[src/rtl/wb_pipe_pkg.sv]
// Shared definitions for the execute-to-writeback pipeline register.
// Covers the stage flag fields, the hard-wired zero register and the legal pipeline depth range.
package wb_pipe_pkg;

  localparam int unsigned ZERO_REG  = 0;
  localparam int unsigned MAX_DEPTH = 4;

  // Data and write-select widths are parameters of the top module, so only
  // the fixed-width control part of a stage entry can live here.
  typedef struct packed {
    logic valid;
    logic we;
  } stage_flags_t;

  function automatic bit depth_ok(input int depth);
    return (depth >= 1) && (depth <= int'(MAX_DEPTH));
  endfunction

endpackage

[src/rtl/wb_pipe_stage_fwd.sv]
// Forwarding lookup for one read port: finds the youngest valid stage that
// writes the selected register and returns that stage's data.
module fwd_match
  import wb_pipe_pkg::*;
#(
  parameter int DATA_W = 32,
  parameter int ADDR_W = 5,
  parameter int DEPTH  = 1
) (
  input  logic [ADDR_W-1:0]       rd_sel,
  input  logic [DEPTH-1:0]        valid,
  input  logic [DEPTH-1:0]        we,
  input  logic [DEPTH*ADDR_W-1:0] ws,
  input  logic [DEPTH*DATA_W-1:0] data,
  output logic                    hit,
  output logic [DATA_W-1:0]       hit_data
);

  // Walk from oldest to youngest so that the youngest match is written last.
  always_comb begin
    hit      = 1'b0;
    hit_data = '0;
    for (int k = DEPTH - 1; k >= 0; k--) begin
      if (valid[k] && we[k] &&
          (ws[k*ADDR_W +: ADDR_W] != ADDR_W'(ZERO_REG)) &&
          (ws[k*ADDR_W +: ADDR_W] == rd_sel)) begin
        hit      = 1'b1;
        hit_data = data[k*DATA_W +: DATA_W];
      end
    end
  end

endmodule

[src/rtl/wb_pipe_stage.sv]
// Execute-to-writeback pipeline register. It supports configurable depth, stall and flush,
// suppresses writes to register 0, provides forwarding lookup ports and counts retired entries.
module wb_pipe_stage
  import wb_pipe_pkg::*;
#(
  parameter int DATA_W   = 32,
  parameter int ADDR_W   = 5,
  parameter int DEPTH    = 1,
  parameter int NUM_RD   = 2,
  parameter int RETIRE_W = 32
) (
  input  logic                     clk,
  input  logic                     reset,
  input  logic                     in_valid,
  input  logic [DATA_W-1:0]        in_data,
  input  logic [ADDR_W-1:0]        in_ws,
  input  logic                     in_we,
  input  logic                     stall,
  input  logic                     flush,
  output logic                     out_valid,
  output logic [DATA_W-1:0]        out_data,
  output logic [ADDR_W-1:0]        out_ws,
  output logic                     out_we,
  input  logic [NUM_RD*ADDR_W-1:0] rd_sel,
  output logic [NUM_RD-1:0]        fwd_hit,
  output logic [NUM_RD*DATA_W-1:0] fwd_data,
  output logic [RETIRE_W-1:0]      retire_cnt
);

  if (!depth_ok(DEPTH)) begin : g_bad_depth
    $error("wb_pipe_stage: DEPTH must be between 1 and 4");
  end

  typedef struct packed {
    stage_flags_t        flags;
    logic [DATA_W-1:0]   data;
    logic [ADDR_W-1:0]   ws;
  } entry_t;

  entry_t stages [DEPTH];
  logic   out_commit;

  // Flush only clears valid bits, leaving the payload fields as don't-care.
  always_ff @(posedge clk) begin
    if (reset) begin
      for (int k = 0; k < DEPTH; k++) begin
        stages[k] <= '0;
      end
    end else if (flush) begin
      for (int k = 0; k < DEPTH; k++) begin
        stages[k].flags.valid <= 1'b0;
      end
    end else if (!stall) begin
      stages[0].flags.valid <= in_valid;
      stages[0].flags.we    <= in_we;
      stages[0].data        <= in_data;
      stages[0].ws          <= in_ws;
      for (int k = 1; k < DEPTH; k++) begin
        stages[k] <= stages[k-1];
      end
    end
  end

  assign out_valid  = stages[DEPTH-1].flags.valid;
  assign out_data   = stages[DEPTH-1].data;
  assign out_ws     = stages[DEPTH-1].ws;
  assign out_commit = out_valid & (~stall | flush);
  assign out_we     = out_commit & stages[DEPTH-1].flags.we &
                      (stages[DEPTH-1].ws != ADDR_W'(ZERO_REG));

  always_ff @(posedge clk) begin
    if (reset) begin
      retire_cnt <= '0;
    end else if (out_commit) begin
      retire_cnt <= retire_cnt + RETIRE_W'(1);
    end
  end

  logic [DEPTH-1:0]        st_valid;
  logic [DEPTH-1:0]        st_we;
  logic [DEPTH*ADDR_W-1:0] st_ws;
  logic [DEPTH*DATA_W-1:0] st_data;

  for (genvar k = 0; k < DEPTH; k++) begin : g_flat
    assign st_valid[k]                = stages[k].flags.valid;
    assign st_we[k]                   = stages[k].flags.we;
    assign st_ws[k*ADDR_W +: ADDR_W]  = stages[k].ws;
    assign st_data[k*DATA_W +: DATA_W] = stages[k].data;
  end

  for (genvar i = 0; i < NUM_RD; i++) begin : g_fwd
    fwd_match #(
      .DATA_W (DATA_W),
      .ADDR_W (ADDR_W),
      .DEPTH  (DEPTH)
    ) u_fwd (
      .rd_sel   (rd_sel[i*ADDR_W +: ADDR_W]),
      .valid    (st_valid),
      .we       (st_we),
      .ws       (st_ws),
      .data     (st_data),
      .hit      (fwd_hit[i]),
      .hit_data (fwd_data[i*DATA_W +: DATA_W])
    );
  end

endmodule

[config.mk]
export PLATFORM = sky130hd
export DESIGN_NAME = wb_pipe_stage
export DESIGN_NICKNAME = d
export VERILOG_FILES = /design/src/rtl/wb_pipe_pkg.sv /design/src/rtl/wb_pipe_stage_fwd.sv /design/src/rtl/wb_pipe_stage.sv
export SDC_FILE = /design/constraint.sdc
export NUM_CORES = 1
export LEC_CHECK = 0
export CORE_MARGIN = 2
export CORE_UTILIZATION = 46
export DETAILED_ROUTE_END_ITERATION = 6
export HOLD_SLACK_MARGIN = 0.06
export PLACE_DENSITY = 0.87
export SYNTH_ARGS = -nofsm -noshare
export SYNTH_HDL_FRONTEND = slang
export SYNTH_HIERARCHICAL = 1
export SYNTH_SLANG_ARGS = --single-unit
[constraint.sdc]
create_clock -name clk -period 4.2 [get_ports clk]
set_input_delay 0.84 -clock clk [delete_from_list [all_inputs] [get_ports clk]]
set_output_delay 0.84 -clock clk [all_outputs]
set_load 0.05 [all_outputs]
* Yosys cells after proc, flatten, opt, wreduce, memory -nomap -nowiden
Memory sizes are Yosys's and may differ from the RTL's. Index checks and enable logic that the tools add are counted.
Word-level totals: register bits 32, bits in latches 0, RAM bits 39, ROM bits 0, output and inout port bits 137, memories kept 1
Operators by class: $add $sub $neg 1, multiply operators 0, div/mod/pow operators 0, $lt $le $gt $ge 0, equality and inequality tests 2, shift operators 0, mux-type cells 17, bitwise logic cells 5, reduce and logical (&&, ||, !) cells 7
Memory list:
- stages | words 1, width 39, rd ports 1, clocked after memory_dff 0, write ports 4, RTL line wb_pipe_stage.sv:40 | entry_t stages [DEPTH];
Operator list (count):
- 2-to-1 mux 39 bit | 2
- OR reduction 39 bit | 2
- 2-to-1 mux 32 bit | 2
- adder 32 x 1 -> 32 bit, second input constant | 1
- 2-to-1 mux 1 bit | 11
- equality test 5 bit | 2
- nonzero test 5 bit | 1
- logical AND 1 bit | 4
- 2-to-1 mux 2 bit | 2
- AND 1 bit | 3
- inverter 1 bit | 1
- bitwise OR 1 bit | 1

* Logic depth before layout (Yosys ltp)
Gate-level depths: netlist (run 1).
depth after elaboration 6, depth in mapped cells 6, depth with buffers taken out 5

* Modules after synthesis
The synthesis (run 1) kept the hierarchy.
By module, submodules not included:
- wb_pipe_stage | times used 1, cells each 284, area each 3080.5 sq um, seq. area each 1811.7 sq um
- fwd_match | times used 2, cells each 53, area each 609.3 sq um, seq. area each 0.0 sq um

* Worst setup path after synthesis (run 1)
No wires, ideal clock.
path type input to output, from input rd_sel[4], to output fwd_data[0], arrival time 3.269 ns, data required time 3.360 ns, setup slack 0.091 ns, stages 4, path buffers 1, path through xor2_1 or4_1 buf_2 nor4b_1
Between the ends: word-level cells in the longest chain between the ends 3
Ends and longest elaborated chain:
- start, declared | RTL line wb_pipe_stage.sv:24 | input logic [NUM_RD*ADDR_W-1:0] rd_sel,
- equality test 5 bit | RTL line wb_pipe_stage_fwd.sv:26 | (ws[k*ADDR_W +: ADDR_W] == rd_sel)) begin
- logical AND 1 bit | RTL line wb_pipe_stage_fwd.sv:25 | (ws[k*ADDR_W +: ADDR_W] != ADDR_W'(ZERO_REG)) &&
- 2-to-1 mux 32 bit | RTL line wb_pipe_stage_fwd.sv:24 | if (valid[k] && we[k] &&
- end, declared | RTL line wb_pipe_stage.sv:26 | output logic [NUM_RD*DATA_W-1:0] fwd_data,
No other way between the ends.

* Worst setup path after layout (run 1)
from input rd_sel[4], to output fwd_data[1]
Same word-level chain as after synthesis.

==> results of run 1 <==
-- metal layers --
layer  track usage, %  share of wire (%)
met5                0                  0
met4            4.742               0.78
met3            6.033                7.2
met2            49.74                 53
met1            33.51                 39
-- worst paths after layout --
path	startpoint	end	slack, ns	cells past startpoint
setup / recovery	rd_sel[4]	fwd_data[1]	0.16	5
hold / removal	retire_cnt[1]	retire_cnt[1]	0.52	2
setup reg to reg	retire_cnt[15]	retire_cnt[31]	2.07	4
hold reg to reg	retire_cnt[1]	retire_cnt[1]	0.52	2
-- cells by family (layout without fill, tap and decap cells) --
group           count (synthesis)  in the layout
simple gates                  224            224
flops                          71             71
buf+inv                        41            223
compound gates                 22             22
xor+xnor                       16             16
mux                            15             15
fa+ha+maj                       1              1
-- metrics by stage --
stage | total power [mW] | instance area (sq um)
3_3_place_gp | 1.179 | 6953
4_1_cts | 1.691 | 7134
3_5_place_dp | 1.192 | 6953
6_report | 1.682 | 7134
5_1_grt | 1.736 | 7134
2_1_floorplan | 1.033 | 4299
-- worst min-delay path: stages, from the launching register on --
cell and delay [ns]:
dfxtp_1 0.35, nand2_1 0.07, a21oi_1 0.06
-- flip-flops by register name, summed over array words and instances (netlist names) --
register,count
retire_cnt,32
stages,39
-- synthesized netlist by cell type --
| master | number |
|---|---|
| nor2b_1 | 13 |
| a21oi_1 | 11 |
| dfxtp_1 | 32 |
| buf_6 | 6 |
| nand4_2 | 1 |
| nand2_1 | 16 |
| and2_1 | 43 |
| nor4b_1 | 6 |
| and4_1 | 3 |
| clkbuf_1 | 18 |
| o21ai_0 | 7 |
| or2_2 | 2 |
| buf_2 | 4 |
| ha_1 | 1 |
| or4_1 | 9 |
| o31ai_1 | 3 |
| nand4_1 | 10 |
| inv_1 | 6 |
| nand2b_1 | 1 |
| buf_4 | 6 |
| buf_1 | 1 |
| nor3_1 | 9 |
| nor2_1 | 27 |
| xnor2_1 | 5 |
| nor4b_2 | 58 |
| and3_1 | 1 |
| nor4_1 | 10 |
| nand3_1 | 9 |
| edfxtp_1 | 39 |
| or3_1 | 6 |
| mux2_2 | 15 |
| o21bai_1 | 1 |
| xor2_1 | 11 |
-- power by group --
part           switching, mW  total [mW]  leakage, nW  internal (mW)
logic                  0.229       0.374         1.61          0.145
registers             0.0354       0.803        0.656          0.768
clock network          0.272       0.504       0.0892          0.233
total                  0.536        1.68         2.35           1.15
-- cell type report --
type	instances	area, sq um	share of cell area [%]
multi-input cells	278	2300	32.23
flip-flops and latches	71	1812	25.39
clock inverters	6	43.79	0.6138
repair buffers	201	2680	37.57
inverters	6	22.52	0.3157
clock buffers	10	137.6	1.929
well taps	111	138.9	1.947
==> results.md, run 1 <==
* FILL cells at 515
* Area Overhead vs Synth at 65.95%
* Largest family of logic cells by synthesized area: simple AND/OR/NAND/NOR gates
* Ant. Diodes at 0
* Buffers & Inverters on Critical Path at 2
* Initial detailed-routing violation count at 175
* Xor and xnor area share after synthesis at 3.260%
* Setup WS pre-CTS at 0.1727 ns
* Site row count at 35
* Final setup fails at 0
* Core Region at 0.009153 sq mm
* Most frequent cells in the layout: clkdlybuf4s50_1, buf_12, nor4b_2
* Worst skew pair latency at 0.34 ns
* Simple logic cell fraction of the synthesized area at 42.32%
* Synth Register Bits at 71
* Layout cell share with drive strength beyond 1 at 31.12%
* CTS tree: yes
* Max-capacitance violation count at 0
* Complex-gate fraction of the synthesized area at 2.794%
* Die area at 0.01014 sq mm
* RSZ-0062 raised after global routing: no
* Maximum vdd drop at 0.2044 mV
* Endpoints failing hold at 0
* Gpl congestion at 0.8529
* CTS max path bufs at 2
* Setup repair bufs after CTS at 0
* Cells after DPL at 667
* Post-layout util at 77.95%
* DRC Markers at 0
* Crit-path max FO at 9
* Cell variety after synth at 33
* Count of pins over their slew limit at 0
* Starting Density at 46.97%
* # hold bufs at CTS at 0
* Leak Pwr at 2.354 nW
* Clock Sinks at 71
* Worst path required time at 3.36 ns
* CP delay by family, top: simple AND/OR/NAND/NOR gates
* Clock transition at path regs at 0.08 ns
* Total GRT Usage at 27.37%
* Largest area contributor in the netlist: edfxtp_1
* Worst hold path class: register to register
* Root buffer cell: clkbuf_8
* Vias in the first global route at 3838
* Crit share post-route at 96.29%
* I/O pin cnt at 190
* Worst hold slack at 0.5177 ns
* Wire per inst at 20.33 microns
* Most common cell after layout, fill and taps aside: clkdlybuf4s50_1
* Antenna violations before repair at 0
* Setup CP Type: primary input to output port
* Final WL at 13.89 mm
* Non-filler cells, final at 683
* Num CTS Buffers at 9
* Syn_nets at 444
* CP Cell Sequence: clkdlybuf4s50_1 -> xor2_1 -> or4_2 -> nor4b_1 -> buf_12
* H-tree lvl count at 3
* Critical path startpoint category: primary input
* Die Ht at 100.7 microns
* Max incr delay on CP at 0.87 ns
* Synth Area in Adders at 0.2910%
* Synthesized cell area at 0.004299 sq mm
* Min Clock Period, post-route at 4.044 ns
* FMAX at 247.3 MHz
* Synth warn at 6
* Setup Skew at 0.01003 ns
* Sequential element share of the synthesized area at 42.14%
* PortBufs at 189
* Nets@finish at 621
* Setup TNS at 0 ns
* HPWL after DPL at 10.36 mm
* Rel. slew slack at 26.23%
* Post-synthesis mux area share at 3.929%
* P per Cell Area at 235.8 mW/mm^2
* Horiz. Die Dim at 100.7 microns
* First-pass GRT wire length at 21.60 mm
* Arrival @ worst endpoint at 3.20 ns
* Worst Tran Pin Value at 1.104 ns
* Routed Antenna Nets at 0
* Cell count after synthesis at 390
* Total grt overflow at 0
* Routed vias/inst at 5.638
* Detailed-route via count at 3851
* Status: complete, no violations
* Synth area leaders: edfxtp_1, nor4b_2, dfxtp_1
* Pin count of the biggest net entering global routing at 50
* Final WS setup at 0.1560 ns
* Crit path capture type: output port
* PostCTS Resize Cnt at 0
* Avg Inst Size Synth at 11.02 sq um
* Slowest CP cell: or4_2
* Post-synth top area share at 27.24%
* Drt pass-1 iters at 6
(Power assumes the default switching activity.)
==> inputs of run 2 (changes only) <==
--- a/config.mk
+++ b/config.mk
@@ -6,10 +6,12 @@
 export NUM_CORES = 1
 export LEC_CHECK = 0
 export CORE_MARGIN = 2
-export CORE_UTILIZATION = 46
+export CORE_UTILIZATION = 47
+export CTS_BUF_LIST = sky130_fd_sc_hd__clkbuf_4
 export DETAILED_ROUTE_END_ITERATION = 6
 export HOLD_SLACK_MARGIN = 0.06
-export PLACE_DENSITY = 0.87
+export PLACE_DENSITY = 0.88
+export SKIP_CTS_REPAIR_TIMING = 1
 export SYNTH_ARGS = -nofsm -noshare
 export SYNTH_HDL_FRONTEND = slang
 export SYNTH_HIERARCHICAL = 1
==> results.md, run 2 (synthesis gave the netlist of run 1 again) <==
* Status: complete, no violations
* Setup CP Type: primary input to output port
* Routed Antenna Nets at 0 (unchanged)
* Pin count of the biggest net entering global routing at 50 (unchanged)
* Initial detailed-routing violation count at 273 (+56%)
* Max incr delay on CP at 0.90 ns (+0.03 ns)
* Count of pins over their slew limit at 0 (unchanged)
* Nets@finish at 621 (unchanged)
* Most flop-heavy register: stages
* Sw Ratio at 32.24% (+0.36 points)
* Min Clock Period, post-route at 3.986 ns (-0.05811 ns)
* Worst path required time at 3.36 ns (about the same)
* Wire per inst at 20.44 microns (+0.54%)
* Rel. slew slack at 24.57% (-1.7 points)
* P per Cell Area at 228.4 mW/mm^2 (-3.1%)
* Die area at 0.009928 sq mm (-2.0%)
* Worst r2r path cells at 4 (unchanged)
* Max-capacitance violation count at 0 (unchanged)
* Worst skew pair latency at 0.41 ns (+0.07 ns)
* Antenna violations before repair at 1 (+1)
* FMAX at 250.9 MHz (+1.5%)
* Clock transition at path regs at 0.13 ns (+0.05 ns)
* Routed vias/inst at 5.755 (+2.1%)
* Starting Density at 48.82% (+1.8 points)
* Clock Sinks at 71 (unchanged)
* Clock network fraction of total power at 27.0% (-3.0 points)
* Max reg flops at 39 (unchanged)
* Setup Skew at 0.009013 ns (-0.001013 ns)
* Gpl congestion at 0.8623 (+1.1%)
* Detailed-route via count at 3919 (+1.8%)
* Comb pwr share at 23.5% (+1.2 points)
* Leak Pwr at 2.352 nW (about the same)
* Setup TNS at 0 ns (unchanged)
* Layout cell share with drive strength beyond 1 at 31.12% (unchanged)
* Most common cell after layout, fill and taps aside: clkdlybuf4s50_1
* CP Cell Sequence: clkdlybuf4s50_1 -> xor2_1 -> or4_2 -> buf_4 -> nor4b_2 -> buf_12
* Final setup fails at 0 (unchanged)
* I/O pin cnt at 190 (unchanged)
* Vias in the first global route at 3921 (+2.2%)
* Total GRT Usage at 28.41% (+1.0 points)
* Worst hold path class: register to register
* DRC Markers at 0 (unchanged)
* Endpoints failing hold at 0 (unchanged)
* RSZ-0062 raised after global routing: no
* Die Ht at 99.64 microns (-1.0%)
* Worst Tran Pin Value at 1.128 ns (+0.02481 ns)
* Horiz. Die Dim at 99.64 microns (-1.0%)
* Critical path startpoint category: primary input
* Site row count at 34 (-2.9%)
* Total grt overflow at 0 (unchanged)
* Worst Hold Depth at 2 (unchanged)
* CTS max path bufs at 2 (unchanged)
* Switch Pwr at 523.2 uW (-2.4%)
* First-pass GRT wire length at 22.14 mm (+2.5%)
* Arrival @ worst endpoint at 3.15 ns (-0.05 ns)
* Area Overhead vs Synth at 65.25%
* PortBufs at 189 (unchanged)
* Crit share post-route at 94.90% (-1.4 points)
* Crit-path max FO at 12 (+3)
* HPWL after DPL at 10.62 mm (+2.5%)
* Most frequent cells in the layout: clkdlybuf4s50_1, buf_12, nor4b_2
* Drt pass-1 iters at 5 (-1)
* Root buffer cell: clkbuf_4
* Slowest CP cell: or4_2
* Crit path capture type: output port
* Maximum vdd drop at 0.1593 mV (-22%)
* Core Region at 0.008806 sq mm (-3.8%)
* CTS tree: yes
* Flop pwr share at 49.5% (+1.7 points)
* Final WL at 13.92 mm (+0.24%)
* Biggest regs: stages: 39 flops, retire_cnt: 32 flops
* Tot Pwr at 1.623 mW (-3.5%)
* H-tree lvl count at 3 (unchanged)
* Num CTS Buffers at 9 (unchanged)
* Internal power at 1.099 mW (-4.0%)
## run 2: cell types whose count changed in the layout (fill, tap and decap cells not counted), moves of 2 or more
cell | before | now
clkbuf_8 | 10 | 0
clkbuf_4 | 0 | 9
clkinvlp_4 | 2 | 0
clkinv_4 | 1 | 3
## run 2: final timing paths
| check | startpoint | end | slack [ns] |
|---|---|---|---|
| worst max-delay path | rd_sel[4] | fwd_data[20] | 0.21 |
| worst min-delay path | retire_cnt[1] | retire_cnt[1] | 0.51 |
| worst max register to register | retire_cnt[16] | retire_cnt[31] | 1.92 |
| worst min register to register | retire_cnt[1] | retire_cnt[1] | 0.51 |
## run 2: worst max-delay path: cells and delay by family
| family | cells | cell delay [ns] |
|---|---|---|
| xor gates and xnor gates | 1 | 0.14 |
| and+or+nand+nor | 2 | 1.27 |
| buffers and inverters | 3 | 0.89 |
## run 2: cell type report
| cell class | count | area (sq um) |
|---|---|---|
| Antenna cell | 1 | 2.502 |
| Clock buffer | 9 | 67.56 |
| Clock inverter | 7 | 72.57 |
| Fill cell | 480 | 1702 |
| Inverter | 6 | 22.52 |
| Multi-Input combinational cell | 278 | 2300 |
| Sequential cell | 71 | 1812 |
| Tap cell | 108 | 135.1 |
| Timing Repair Buffer | 201 | 2693 |
## run 2: per-stage QoR
stage | instance area, sq um | setup WS (ns) | instances | utilization, % | hold slack (ns)
after floorplan | 4299 | 0.09054 | 390 | - | 0.6913
after global placement | 6962 | 0.2941 | 664 | 79.06 | 0.4740
after detailed placement | 6962 | 0.2139 | 664 | 79.06 | 0.5022
after CTS | 7102 | 0.1988 | 680 | 80.65 | 0.5198
after global routing | 7102 | 0.1222 | 680 | 80.65 | 0.5518
final | 7104 | 0.2141 | 681 | 80.68 | 0.5142
## run 2: power groups by stage
stage                     Clock [mW]  Sequential [mW]  Combinational (mW)
after global routing           0.473            0.807               0.396
after global placement             0            0.814               0.370
after detailed placement           0            0.817               0.379
final                          0.439            0.803               0.381
after floorplan                    0            0.914               0.118
after CTS                      0.452            0.802               0.381
## run 2: routing by layer
| metal | up-vias | global-route usage [%] | wire length [microns] |
|---|---|---|---|
| met5 | - | 0 | 0 |
| met4 | 0 | 8.851 | 309 |
| met3 | 28 | 8.152 | 1329 |
| met2 | 215 | 49.64 | 7168 |
| met1 | 1876 | 33.79 | 5114 |
| li1 | 1800 | - | - |
==> RTL change 1, RTL diff (config.mk and constraints of run 1) <==
Change the package constant `ZERO_REG` from 0 to 1.
--- a/src/rtl/wb_pipe_pkg.sv
+++ b/src/rtl/wb_pipe_pkg.sv
@@ -3,5 +3,5 @@
 package wb_pipe_pkg;
 
-  localparam int unsigned ZERO_REG  = 0;
+  localparam int unsigned ZERO_REG  = 1;
   localparam int unsigned MAX_DEPTH = 4;
 
Check against the original RTL: not equivalent (a bounded check fails within 4 cycles, from zero or initial values and one cycle with reset high).
==> RTL change 1 against run 1 <==
- area after synthesis shrank 0.29%
- fmax down 0.87%
- worst setup slack got worse by 36 ps
- sequential cell count stayed put
- routed wire length is 0.22% lower
- synthesized cell count is 0.26% lower
- cell area rose by 0.30%
- clock power rose by 5.2%
- sequential power is essentially flat
- power up 1.3%
- critical path type unchanged
- largest cell class unchanged
- largest power group unchanged
- highest routed layer unchanged
==> RTL change 1: results (changes against run 1) <==
qor: global_route.grt_pass1_vias 3773 [-1.7%]
qor: synthesis.proportion_of_synthesized_chip_area_in_sequential_cells 42.27% [+0.12 points]
qor: critical_path.critical-path-max-stage-delay 950 ps [+80 ps]
qor: synthesis.synth_area_leaders edfxtp_1 27%, nor4b_2 20%, dfxtp_1 15%
qor: synthesis.netlist_instances 389 [-0.26%]
qor: layout.layout_cell_share_with_drive_strength_beyond_1 31.35% [+0.23 points]
qor: layout.fin_nets 620 [-0.16%]
qor: critical_path.reg2reg_start retire_cnt[16]
qor: synthesis.synthTopCellsByCount 58 x nor4b_2, 43 x and2_1, 39 x edfxtp_1
qor: critical_path.critical_path.top_delay_family simple AND/OR/NAND/NOR gates
qor: sta.maxSlewHeadroom 26.88% [+0.64 points]
qor: layout.post_layout_cell_count 682 [-0.15%]
qor: route.wire_length_the_detailed_router_placed_on_met1 5.679 mm [+4.5%]
qor: status.run_status finished clean
qor: synthesis.synthesized_netlist_net_count 443 [-0.23%]
qor: global_route.global_route_wire_length_before_repair 21.78 mm [+0.86%]
qor: critical_path.cp.arrival 3240 ps [+40 ps]
qor: critical_path.worstSetupEndpointType primary output
qor: place.dp_cells 666 [-0.15%]
qor: critical_path.worst-r2r-setup-slack 2030 ps [-40 ps]
qor: power_and_ir_drop.ir_drop 0.1564 mV [-23%]
qor: route.met3_length 930 um [-6.7%]
qor: route.met2WireLength 7.029 mm [-4.3%]
qor: critical_path.worst_setup_path_endpoint fwd_data[28]
qor: route.vias_per_cell 5.632 [-0.11%]
qor: place.finalWeightedCongestion 0.8532 [about the same]
qor: global_route.antenna_found_initial 0 [unchanged]
qor: place.placed_cell_area 6964 um^2 [+0.16%]
qor: synthesis.synth.distinct_cells 33 [unchanged]
qor: place.hpwl 10.69 mm [+3.2%]
qor: route.post_drt_wl_per_cell 20.32 um [about the same]
qor: route.drt-pass1-iter-count 4 [-2]
qor: power_and_ir_drop.switching_power 526.9 uW [-1.7%]
qor: global_route.grt_usage 27.95% [+0.58 points]
qor: critical_path.critical_path_peak_fanout 14 [+5]
qor: sta.worst_clock_skew 7.685 ps [-2.341 ps]
qor: route.detailedRoute.firstIterationViolations 143 [-18%]
qor: critical_path.rr_endpoint retire_cnt[31]
qor: global_route.grt_max_degree 52 [+4.0%]
qor: clock_tree.ctsHtreeMaxLevel 3 [unchanged]
qor: power_and_ir_drop.p_leak 0.002366 uW [+0.52%]
-- RTL change 1: cell count changes after synthesis, sizes merged, moves of 2 or more --
cell	before	now
buf	17	21
clkbuf	18	14
nand2b	1	4
nor2	27	24
nor4	10	13
or4	9	7
-- RTL change 1: cell type report --
| cell class | instances | area, um^2 |
|---|---|---|
| clock buffer | 11 | 162.7 |
| clock inverter | 5 | 28.78 |
| fill | 529 | 1997 |
| inverter | 6 | 22.52 |
| multi-input combinational | 277 | 2301 |
| sequential | 71 | 1812 |
| tap | 111 | 138.9 |
| timing repair buffer | 201 | 2690 |
-- RTL change 1: worst register-to-register path, stage by stage, from the launching register on --
cell and delay, ps:
dfxtp_1 440, nand4_2 170, or4_1 720, nor4_1 350
mux2_2 370
-- RTL change 1: routing by layer --
layer / up-vias / GRT usage, %
li1: 1791 / -
met1: 1877 / 35.16
met2: 154 / 47.75
met3: 19 / 7.143
met4: 0 / 7.692
met5: - / 0
-- RTL change 1: power groups by stage --
stage | clock network, uW | registers (uW) | logic, uW
4_1_cts | 539 | 803 | 372
3_3_place_gp | 0 | 816 | 363
6_report | 530 | 804 | 370
5_1_grt | 562 | 808 | 385
3_5_place_dp | 0 | 819 | 371
2_1_floorplan | 0 | 915 | 114
-- RTL change 1: cells by family after synthesis --
| kind of cell | share of synthesized area, % |
|---|---|
| compound gates | 2.685 |
| xor+xnor | 3.269 |
| fa+ha+maj | 0.2918 |
| buf+inv | 4.903 |
| flops | 42.26 |
| mux | 3.940 |
| simple gates | 42.65 |
-- RTL change 1: stage by stage --
stage          hold WS, ps  total power (uW)  setup slack (ps)
2_1_floorplan        693.2              1028             90.05
3_3_place_gp         474.9              1179             264.8
3_5_place_dp         483.5              1190             148.4
4_1_cts              496.2              1715             138.9
5_1_grt              514.2              1755             43.12
6_report             496.2              1704             120.3
==> RTL change 2, RTL diff (config.mk and constraints of run 1) <==
Made on the original files. Register the output `retire_cnt` once more, with the module's reset; this adds one clock of latency there. The other outputs are not delayed to match.
--- a/src/rtl/wb_pipe_stage.sv
+++ b/src/rtl/wb_pipe_stage.sv
@@ -27,4 +27,6 @@
   output logic [RETIRE_W-1:0]      retire_cnt
 );
+
+  logic [RETIRE_W-1:0] retire_cnt_s0;
 
   if (!depth_ok(DEPTH)) begin : g_bad_depth
@@ -71,7 +73,7 @@
   always_ff @(posedge clk) begin
     if (reset) begin
-      retire_cnt <= '0;
+      retire_cnt_s0 <= '0;
     end else if (out_commit) begin
-      retire_cnt <= retire_cnt + RETIRE_W'(1);
+      retire_cnt_s0 <= retire_cnt_s0 + RETIRE_W'(1);
     end
   end
@@ -105,4 +107,12 @@
   end
 
+  always_ff @(posedge clk) begin
+    if (reset) begin
+      retire_cnt <= '0;
+    end else begin
+      retire_cnt <= retire_cnt_s0;
+    end
+  end
+
 endmodule
 
Behaviour: not the same (Yosys sat finds a counterexample within 4 cycles, from zero or initial values and one cycle with reset high).
==> RTL change 2 against run 1 <==
- power grew 25%
- critical path type unchanged
- routed wire length rose by 1.7%
- count of clock-buffer cells in the layout is the same
- sequential cell count rose by 32
- area after synthesis is 20% higher
- first-iteration DRC count is 26% higher
- via count up 4.9%
- cell area grew 12%
- worst setup slack lost 46 ps
- critical path depth up 2
- register-to-register slack got worse by 320 ps
==> RTL change 2: results (changes against run 1) <==
qor: status.run_status finished clean
qor: global_route.grt.met1_usage 26.43% [-7.1 points]
qor: global_route.grt_pass1_vias 4025 [+4.9%]
qor: global_route.global_route_wire_length_before_repair 21.62 mm [+0.13%]
qor: route.drt-pass1-iter-count 4 [-2]
qor: sta.maxSlewHeadroom 23.62% [-2.6 points]
qor: critical_path.cp.arrival 3250 ps [+50 ps]
qor: clock_tree.clkLatencyLatePin 370 ps [+30 ps]
qor: worst_hold_path.worst_min_path_start retire_cnt_s0[31]
qor: clock_tree.clk_pin_slew 100 ps [+20 ps]
qor: power_and_ir_drop.p_leak 0.002653 uW [+13%]
qor: critical_path.rr_endpoint retire_cnt_s0[31]
qor: synthesis.adder_and_majority_cell_fraction_of_the_synthesized_area 0.2435% [-0.048 points]
qor: sta.whs 485.7 ps [-32.07 ps]
qor: synthesis.synth-main-ff-cell dfxtp_1
qor: place.finalWeightedCongestion 0.7876 [-7.7%]
qor: synthesis.post_synth_mux_area_share 0.4139% [-3.5 points]
qor: global_route.grtUsageMet2 42.90% [-6.8 points]
qor: route.detailedRoute.firstIterationViolations 220 [+26%]
qor: synthesis.synth.distinct_cells 39 [+18%]
qor: critical_path.reg2regPathDepth 5 [+1]
qor: global_route.grt_max_degree 66 [+32%]
qor: sta.worst_clock_skew 14.37 ps [+4.341 ps]
qor: route.postRouteWirelength 14.12 mm [+1.7%]
qor: synthesis.synth_area_leaders dfxtp_1 25%, edfxtp_1 23%, nor4b_2 17%
qor: worst_hold_path.worstHoldEndpoint retire_cnt[31]
qor: synthesis.synth_xor_area_share 6.136% [+2.9 points]
qor: synthesis.synthTopCellsByCount 64 x dfxtp_1, 59 x nor4b_2, 40 x and2_1
qor: global_route.globalRouteMet3Util 4.920% [-1.1 points]
qor: synthesis.synth_compound_area_share 1.120% [-1.7 points]
qor: layout.fin_nets 665 [+7.1%]
qor: power_and_ir_drop.ir_drop 0.2749 mV [+35%]
qor: place.hpwl 10.66 mm [+2.9%]
qor: layout.layout_cell_share_with_drive_strength_beyond_1 30.03% [-1.1 points]
qor: layout.largestRegisters stages x39, retire_cnt x32, retire_cnt_s0 x32
qor: synthesis.proportion_of_synthesized_chip_area_in_sequential_cells 47.72% [+5.6 points]
qor: critical_path.worst-r2r-setup-slack 1750 ps [-320 ps]
qor: route.vias_per_cell 5.345 [-5.2%]
qor: worst_hold_path.hp-class reg2reg
qor: critical_path.reg2reg_start retire_cnt_s0[5]
qor: global_route.grt_usage 23.24% [-4.1 points]
qor: layout.largest-register stages
qor: critical_path.critical_path_peak_fanout 15 [+6]
qor: worst_hold_path.min_delay_path_depth 1 [-1]
qor: synthesis.synthesized_netlist_net_count 488 [+9.9%]
RTL change 2: cell types whose count changed after synthesis, moves of 7 or more:
| cell | before | now |
|---|---|---|
| mux2_2 | 15 | 0 |
| nor4_1 | 10 | 0 |
| nor2b_1 | 13 | 27 |
| nand4_1 | 10 | 2 |
| nor2_1 | 27 | 37 |
| a21oi_1 | 11 | 4 |
| nor3_2 | 0 | 8 |
| xnor2_1 | 5 | 27 |
| dfxtp_1 | 32 | 64 |
| nor4_2 | 0 | 7 |
RTL change 2: worst max-delay path by stage:
stage	from	endpoint	slack, ps	cells after the start
final	rd_sel[7]	fwd_data[63]	110	7
after global routing	rd_sel[7]	fwd_data[63]	20	7
after CTS	rd_sel[7]	fwd_data[63]	130	7
after detailed placement	rd_sel[7]	fwd_data[63]	140	7
after global placement	rd_sel[9]	fwd_data[63]	250	7
after floorplan	rd_sel[4]	fwd_data[0]	90	4
RTL change 2: kinds of logic after synthesis:
family | after synthesis
buffers and inverters | 43
multiplexers | 2
flip-flops | 103
XOR/XNOR | 36
adder cells (fa/ha/maj) | 1
AND/OR/NAND/NOR | 239
AO/OA/AOI/OAI | 10
RTL change 2: area by class of cell:
| class | instances | area, um^2 |
|---|---|---|
| clock inverters | 6 | 70.07 |
| fillers | 705 | 2882 |
| inverters | 6 | 22.52 |
| flip-flops and latches | 103 | 2452 |
| multi-input cells | 288 | 2469 |
| clock buffers | 10 | 127.6 |
| repair buffers | 203 | 2690 |
| well taps | 140 | 175.2 |
RTL change 2: critical path, delay by kind of cell:
kind	cells	cell delay [ps]
simple gates	2	1170
buf+inv	4	1050
xor+xnor	1	180
RTL change 2: layer usage:
metal	wire length [um]	share of wire (%)	vias up
li1	-	-	1888
met1	5327	38	1996
met2	7556	54	140
met3	989	7.0	17
met4	248	1.8	0
met5	0	0	-
RTL change 2: per-stage QoR:
| step | worst slack [ps] | instances | instance area, um^2 | total power [uW] |
|---|---|---|---|---|
| 6_report | 109.8 | 756 | 8006 | 2105 |
| 5_1_grt | 15.32 | 756 | 8006 | 2168 |
| 4_1_cts | 127.1 | 756 | 8006 | 2121 |
| 3_5_place_dp | 139.9 | 740 | 7809 | 1503 |
| 3_3_place_gp | 246.9 | 740 | 7809 | 1493 |
| 2_1_floorplan | 90.53 | 434 | 5139 | 1342 |
RTL change 2: power by group:
| part | switching (uW) | total [uW] | internal [uW] |
|---|---|---|---|
| clock | 346 | 625 | 279 |
| sequential | 33.8 | 1110 | 1070 |
| combinational | 228 | 375 | 147 |
| total | 608 | 2110 | 1500 |
